File: src/rtl/acc_requester.sv
// acc_requester: per-core in-order FIFO of accumulate operations.
// The head is issued on its accumulator's valid/ready lane, and completion is reported one cycle later.
module acc_requester #(
  parameter int DEPTH     = 4,
  parameter int N_ACC     = 3,
  parameter int ROB_WIDTH = 6,
  localparam int ACC_W = (N_ACC > 1) ? $clog2(N_ACC) : 1,
  localparam int PTR_W = (DEPTH > 1) ? $clog2(DEPTH) : 1,
  localparam int CNT_W = PTR_W + 1
) (
  input  logic                 clk_i,
  input  logic                 reset_i,
  input  logic                 enq_valid_i,
  output logic                 enq_ready_o,
  input  logic [ACC_W-1:0]     enq_acc_i,
  input  logic [31:0]          enq_data_i,
  input  logic [ROB_WIDTH-1:0] enq_tag_i,
  output logic [N_ACC-1:0]     acc_valid_o,
  input  logic [N_ACC-1:0]     acc_ready_i,
  output logic [32*N_ACC-1:0]  acc_data_o,
  output logic                 done_valid_o,
  output logic [ROB_WIDTH-1:0] done_tag_o,
  output logic                 empty_o
);

  logic [ACC_W-1:0]     mem_acc_q  [DEPTH];
  logic [31:0]          mem_data_q [DEPTH];
  logic [ROB_WIDTH-1:0] mem_tag_q  [DEPTH];

  logic [PTR_W-1:0]     rd_ptr_q, rd_ptr_d;
  logic [PTR_W-1:0]     wr_ptr_q, wr_ptr_d;
  logic [CNT_W-1:0]     count_q, count_d;
  logic                 done_valid_q, done_valid_d;
  logic [ROB_WIDTH-1:0] done_tag_q, done_tag_d;

  logic [ACC_W-1:0]     head_acc;
  logic [31:0]          head_data;
  logic [ROB_WIDTH-1:0] head_tag;
  logic                 push;
  logic                 pop;

  // Full is judged on the registered count alone; a same-cycle pop does not free a slot.
  assign enq_ready_o = count_q < CNT_W'(DEPTH);
  assign push        = enq_valid_i && enq_ready_o && !reset_i;
  assign pop         = |(acc_valid_o & acc_ready_i);

  assign head_acc  = mem_acc_q[rd_ptr_q];
  assign head_data = mem_data_q[rd_ptr_q];
  assign head_tag  = mem_tag_q[rd_ptr_q];

  generate
    for (genvar gi = 0; gi < N_ACC; gi++) begin : g_lane
      assign acc_valid_o[gi]         = !reset_i && (count_q != '0) && (head_acc == ACC_W'(gi));
      assign acc_data_o[32*gi +: 32] = head_data;
    end
  endgenerate

  always_comb begin
    rd_ptr_d     = rd_ptr_q;
    wr_ptr_d     = wr_ptr_q;
    count_d      = count_q;
    done_valid_d = pop;
    done_tag_d   = done_tag_q;
    if (push) begin
      wr_ptr_d = wr_ptr_q + PTR_W'(1);
    end
    if (pop) begin
      rd_ptr_d   = rd_ptr_q + PTR_W'(1);
      done_tag_d = head_tag;
    end
    case ({push, pop})
      2'b10:   count_d = count_q + CNT_W'(1);
      2'b01:   count_d = count_q - CNT_W'(1);
      default: count_d = count_q;
    endcase
  end

  always_ff @(posedge clk_i) begin
    if (reset_i) begin
      rd_ptr_q     <= '0;
      wr_ptr_q     <= '0;
      count_q      <= '0;
      done_valid_q <= 1'b0;
    end else begin
      rd_ptr_q     <= rd_ptr_d;
      wr_ptr_q     <= wr_ptr_d;
      count_q      <= count_d;
      done_valid_q <= done_valid_d;
    end
    done_tag_q <= done_tag_d;
  end

  // Entry storage is never cleared; only the pointers define what is live.
  always_ff @(posedge clk_i) begin
    if (push) begin
      mem_acc_q[wr_ptr_q]  <= enq_acc_i;
      mem_data_q[wr_ptr_q] <= enq_data_i;
      mem_tag_q[wr_ptr_q]  <= enq_tag_i;
    end
  end

  assign done_valid_o = done_valid_q;
  assign done_tag_o   = done_tag_q;
  assign empty_o      = (count_q == '0) && !done_valid_q;

endmodule

File: config.mk
export PLATFORM = sky130hd
export DESIGN_NAME = acc_requester
export DESIGN_NICKNAME = d
export VERILOG_FILES = /design/src/rtl/acc_requester.sv
export SDC_FILE = /design/constraint.sdc
export NUM_CORES = 1
export LEC_CHECK = 0
export ABC_AREA = 0
export CAP_MARGIN = 15
export CORE_MARGIN = 2
export CORE_UTILIZATION = 50
export DETAILED_ROUTE_END_ITERATION = 7
export GPL_ROUTABILITY_DRIVEN = 0
export PLACE_DENSITY_LB_ADDON = 0.12
export SLEW_MARGIN = 40
export SYNTH_ARGS = -nofsm -noshare
export SYNTH_HDL_FRONTEND = slang
export SYNTH_SLANG_ARGS = --single-unit
File: constraint.sdc
create_clock -name clk_i -period 4 [get_ports clk_i]
set_clock_uncertainty 0.05 [all_clocks]
set_input_delay 1.2 -clock clk_i [delete_from_list [all_inputs] [get_ports clk_i]]
set_output_delay 1.2 -clock clk_i [all_outputs]
set_load 0.01 [all_outputs]
==> results by stage <==
Place:
- The pre-CTS worst setup slack is 106 ps.
- Once placement finished, the instance area stood at 8360 µm².
- The wire-length estimate of the detail-placed layout is 7.55 mm.
- During placement, the flow inserted port buffers numbering 153.

Finish:
- The library cell used most frequently in the layout, excluding fill and tap cells, is sky130_fd_sc_hd__edfxtp_1.
- The number of diodes is 0.
- The total number of nets in the final design is 503.
- The share of cells above drive strength 1 is 0.184.
- Leaving out fill and tap cells, the most frequent cells in the layout are 166 x sky130_fd_sc_hd__edfxtp_1, 153 x sky130_fd_sc_hd__clkdlybuf4s50_1, 40 x sky130_fd_sc_hd__mux4_2.
- Compared with the post-synthesis result, the final layout area differs by 27.5%.
- The area of all placed cells without fillers is 8900 µm².

Timing:
- The total negative setup slack is 0 ps.
- The number of slew-limit violations in the final report is 0.
- At the pin with the least slew margin, the transition time is 627 ps.
- Setup slack on the critical path of the routed design comes to 109 ps.
- Setup repair after global routing left no endpoint under its margin.
- The number of hold violations in the final report is 0.
- The worst pin sits at a relative slew slack of 0.579.
- The worst path needs 3890 ps of the cycle, external delays included.
- Dividing the final minimum period by the clock period gives 0.973.
- Timing would allow up to 0.257 GHz.
- The final hold slack is 500 ps.
- The total of endpoints with negative setup slack in the final report is 0.

Detailed routing:
- Dividing the detail-routed via count by the number of cells gives 5.12.
- The first TritonRoute pass finished after 4 iterations.
- For this block, the initial DRC count from the detailed router was 175.
- The routed wirelength normalized by instance count is 18.8 µm.
- The remaining routing DRC violations is 0.
- Across all layers, the routed design uses 3295 vias.
- Wires add up to 12.1 mm.
- The number of antenna-violating nets in the routed design is 0.

Flow run:
- Max-cap violations in this run came to 0.

Logic synthesis:
- The fraction of post-synthesis cell area in the top cell type by area is 0.714.
- In this run, synthesis produced a sequential element count of 176.
- The netlist area before placement is 6980 µm².
- In the post-synthesis netlist, the biggest area contributors are sky130_fd_sc_hd__edfxtp_1 71%, sky130_fd_sc_hd__mux4_2 13%, sky130_fd_sc_hd__buf_4 6.9%.
- The average footprint of a synthesized cell is 20.5 µm².
- Counting every instance in the synthesized netlist gives 341.
- sky130_fd_sc_hd__edfxtp_1 takes more of the synthesized area than any other cell.
- The part of the Yosys area used for sequential elements is 0.742.
- The post-synth net total is 393.
- Yosys printed 0 warnings.
- The count of distinct cell types in the synthesized netlist is 30.

CTS:
- The CTS tree is yes.
- For this design, the CTS-stage hold fixing added 0 buffers.
- Buffers added to address setup during post-CTS repair amount to 0.
- The number of levels the H-tree was split into is 4.
- The later pin in the worst-skew pair is clocked with a latency of 420 ps.
- The number of buffers created by CTS is 17.
- The maximum root-to-sink buffer count is 2.
- The total clock sinks is 176.
- The buffer cell driving the clock tree root is sky130_fd_sc_hd__clkbuf_16.
- The clock transition time at the flip-flop clock pins of the worst setup and hold paths is 60 ps.

Setup path:
- The critical path is of the in2out type.
- STA classifies the critical path endpoint as a primary output.
- The worst reg-to-reg path cell count is 10.
- For the worst setup path, the data arrival time is 2640 ps.
- The worst-path maximum fanout is 4.
- The critical register-to-register path endpoint is count_q[2]$_SDFFE_PP0P_.
- The worst setup path is launched from an input pin.
- In this run the register-to-register setup slack is 1010 ps.
- STA puts the critical path data required time at 2750 ps.

GRT:
- The global routing usage summed across all routing layers is 0.170.
- The total overflow left after global routing is 0.
- The wire length of the first global-routing pass is 18.1 mm.
- Entering global routing, the biggest net connects 32 pins.
- The number of antenna violations at the first check in global routing is 0.
- The number of global-route vias before repair is 3357.

Hold path:
- In this run the most critical hold path is launched from count_q[1]$_SDFFE_PP0P_.
- Counting instances, the worst hold path has a depth of 2.
- The end of the worst hold path is count_q[1]$_SDFFE_PP0P_.
- The min-delay analysis places its worst path in the category reg2reg.

Floorplan:
- The number of placed I/O pins is 154.
- The initial utilization of the core area, before any placement, comes to 0.507.
- The floorplan step set the die width to 122 µm.
- The die outline area is 14900 µm².
- The core region is 13800 µm².
- The initialized floorplan defines 43 standard-cell rows.
- The height of the die is 122 µm.

Power:
- Across the VDD grid, the largest voltage drop is 0.000268 V.
- Dividing total power by cell area gives a power density of 479 nW/µm².
- The static leakage is 2.87 nW.

Outcome:
- The run finished with clean final reports.
## report_power, final
part	switching (W)	internal (W)	total (W)	leakage, nW
Sequential	0.0000253	0.00208	0.00210	1.59
Clock	0.000618	0.000902	0.00152	0.264
Combinational	0.000267	0.000375	0.000641	1.02
Total	0.000910	0.00335	0.00426	2.87
## stage by stage
stage                     power, W  std cells  utilization
after global routing       0.00442        643        0.646
final                      0.00426        643        0.646
after CTS                  0.00430        643        0.646
after detailed placement   0.00279        612        0.607
after floorplan            0.00252        341            -
after global placement     0.00278        612        0.607
## repair_timing
action                                  4_1_cts  5_1_grt
endpoints found under the setup margin        0        1
endpoints found under the hold margin         0        0
gates resized for setup                       0        1
## Yosys cell counts
cell type	instances
sky130_fd_sc_hd__dfxtp_1	10
sky130_fd_sc_hd__o21ai_0	1
sky130_fd_sc_hd__edfxtp_1	166
sky130_fd_sc_hd__buf_4	64
sky130_fd_sc_hd__nand2_1	2
sky130_fd_sc_hd__fa_1	1
sky130_fd_sc_hd__buf_2	3
sky130_fd_sc_hd__nor3b_1	1
sky130_fd_sc_hd__xnor2_1	1
sky130_fd_sc_hd__ha_1	5
sky130_fd_sc_hd__nor2_1	4
sky130_fd_sc_hd__buf_6	1
sky130_fd_sc_hd__and2_1	5
sky130_fd_sc_hd__mux4_2	40
sky130_fd_sc_hd__o31ai_1	1
sky130_fd_sc_hd__mux2_4	1
sky130_fd_sc_hd__nor4_1	2
sky130_fd_sc_hd__a21oi_1	2
sky130_fd_sc_hd__or3_1	1
sky130_fd_sc_hd__nor4b_1	1
sky130_fd_sc_hd__clkbuf_1	7
sky130_fd_sc_hd__nor3_1	3
sky130_fd_sc_hd__nor2b_1	1
sky130_fd_sc_hd__inv_1	7
sky130_fd_sc_hd__a22o_1	2
sky130_fd_sc_hd__nor4b_2	1
sky130_fd_sc_hd__xor2_1	2
sky130_fd_sc_hd__nand2b_1	2
sky130_fd_sc_hd__a22oi_1	1
sky130_fd_sc_hd__mux2i_1	3
## area by class of cell
type	instances	area (µm²)
sequential	176	5190
fill	958	4870
timing repair buffer	166	1680
multi-input combinational	83	1250
clock buffer	21	440
tap	180	225
clock inverter	10	95.1
inverter	7	26.3
## routing by layer
layer	wire, µm	share of wire	track usage	up-vias
met4	193	0.016	0.0733	0
met5	0	0	0	-
met3	553	0.046	0.0454	14
met2	6210	0.51	0.284	104
met1	5110	0.42	0.211	1671
li1	-	-	-	1506
## registers in the layout (all words and copies together), names as in the netlist, named ones only
register / cells
mem_data_q: 128
mem_acc_q: 8
wr_ptr_q: 2
rd_ptr_q: 2
count_q: 3
mem_tag_q: 24
done_valid_o: 1
done_tag_o: 6
## worst max path at each step
stage,cells after the start,endpoint,start,slack (ps)
finish,3,acc_valid_o[2],reset_i,110
global route,3,acc_valid_o[2],reset_i,20
CTS,4,acc_valid_o[1],reset_i,100
detailed placement,4,acc_valid_o[1],reset_i,110
global placement,4,acc_valid_o[1],reset_i,170
floorplan,3,mem_acc_q[1][0]$_DFFE_PP_,reset_i,580
## cell families (layout without fill, tap and decap cells)
kind of cell | Yosys count | after routing | share of synthesized area
simple gates | 23 | 23 | 0.0197
mux | 44 | 44 | 0.135
fa+ha+maj | 6 | 6 | 0.0118
buf+inv | 82 | 204 | 0.0801
flops | 176 | 176 | 0.742
compound gates | 7 | 7 | 0.00681
xor+xnor | 3 | 3 | 0.00376
## critical path, cell delays in order
cell and delay [ps]:
sky130_fd_sc_hd__clkdlybuf4s50_1 500, sky130_fd_sc_hd__nor4b_2 350, sky130_fd_sc_hd__clkdlybuf4s50_1 590
Note: power is estimated with default switching activity, not from simulation.
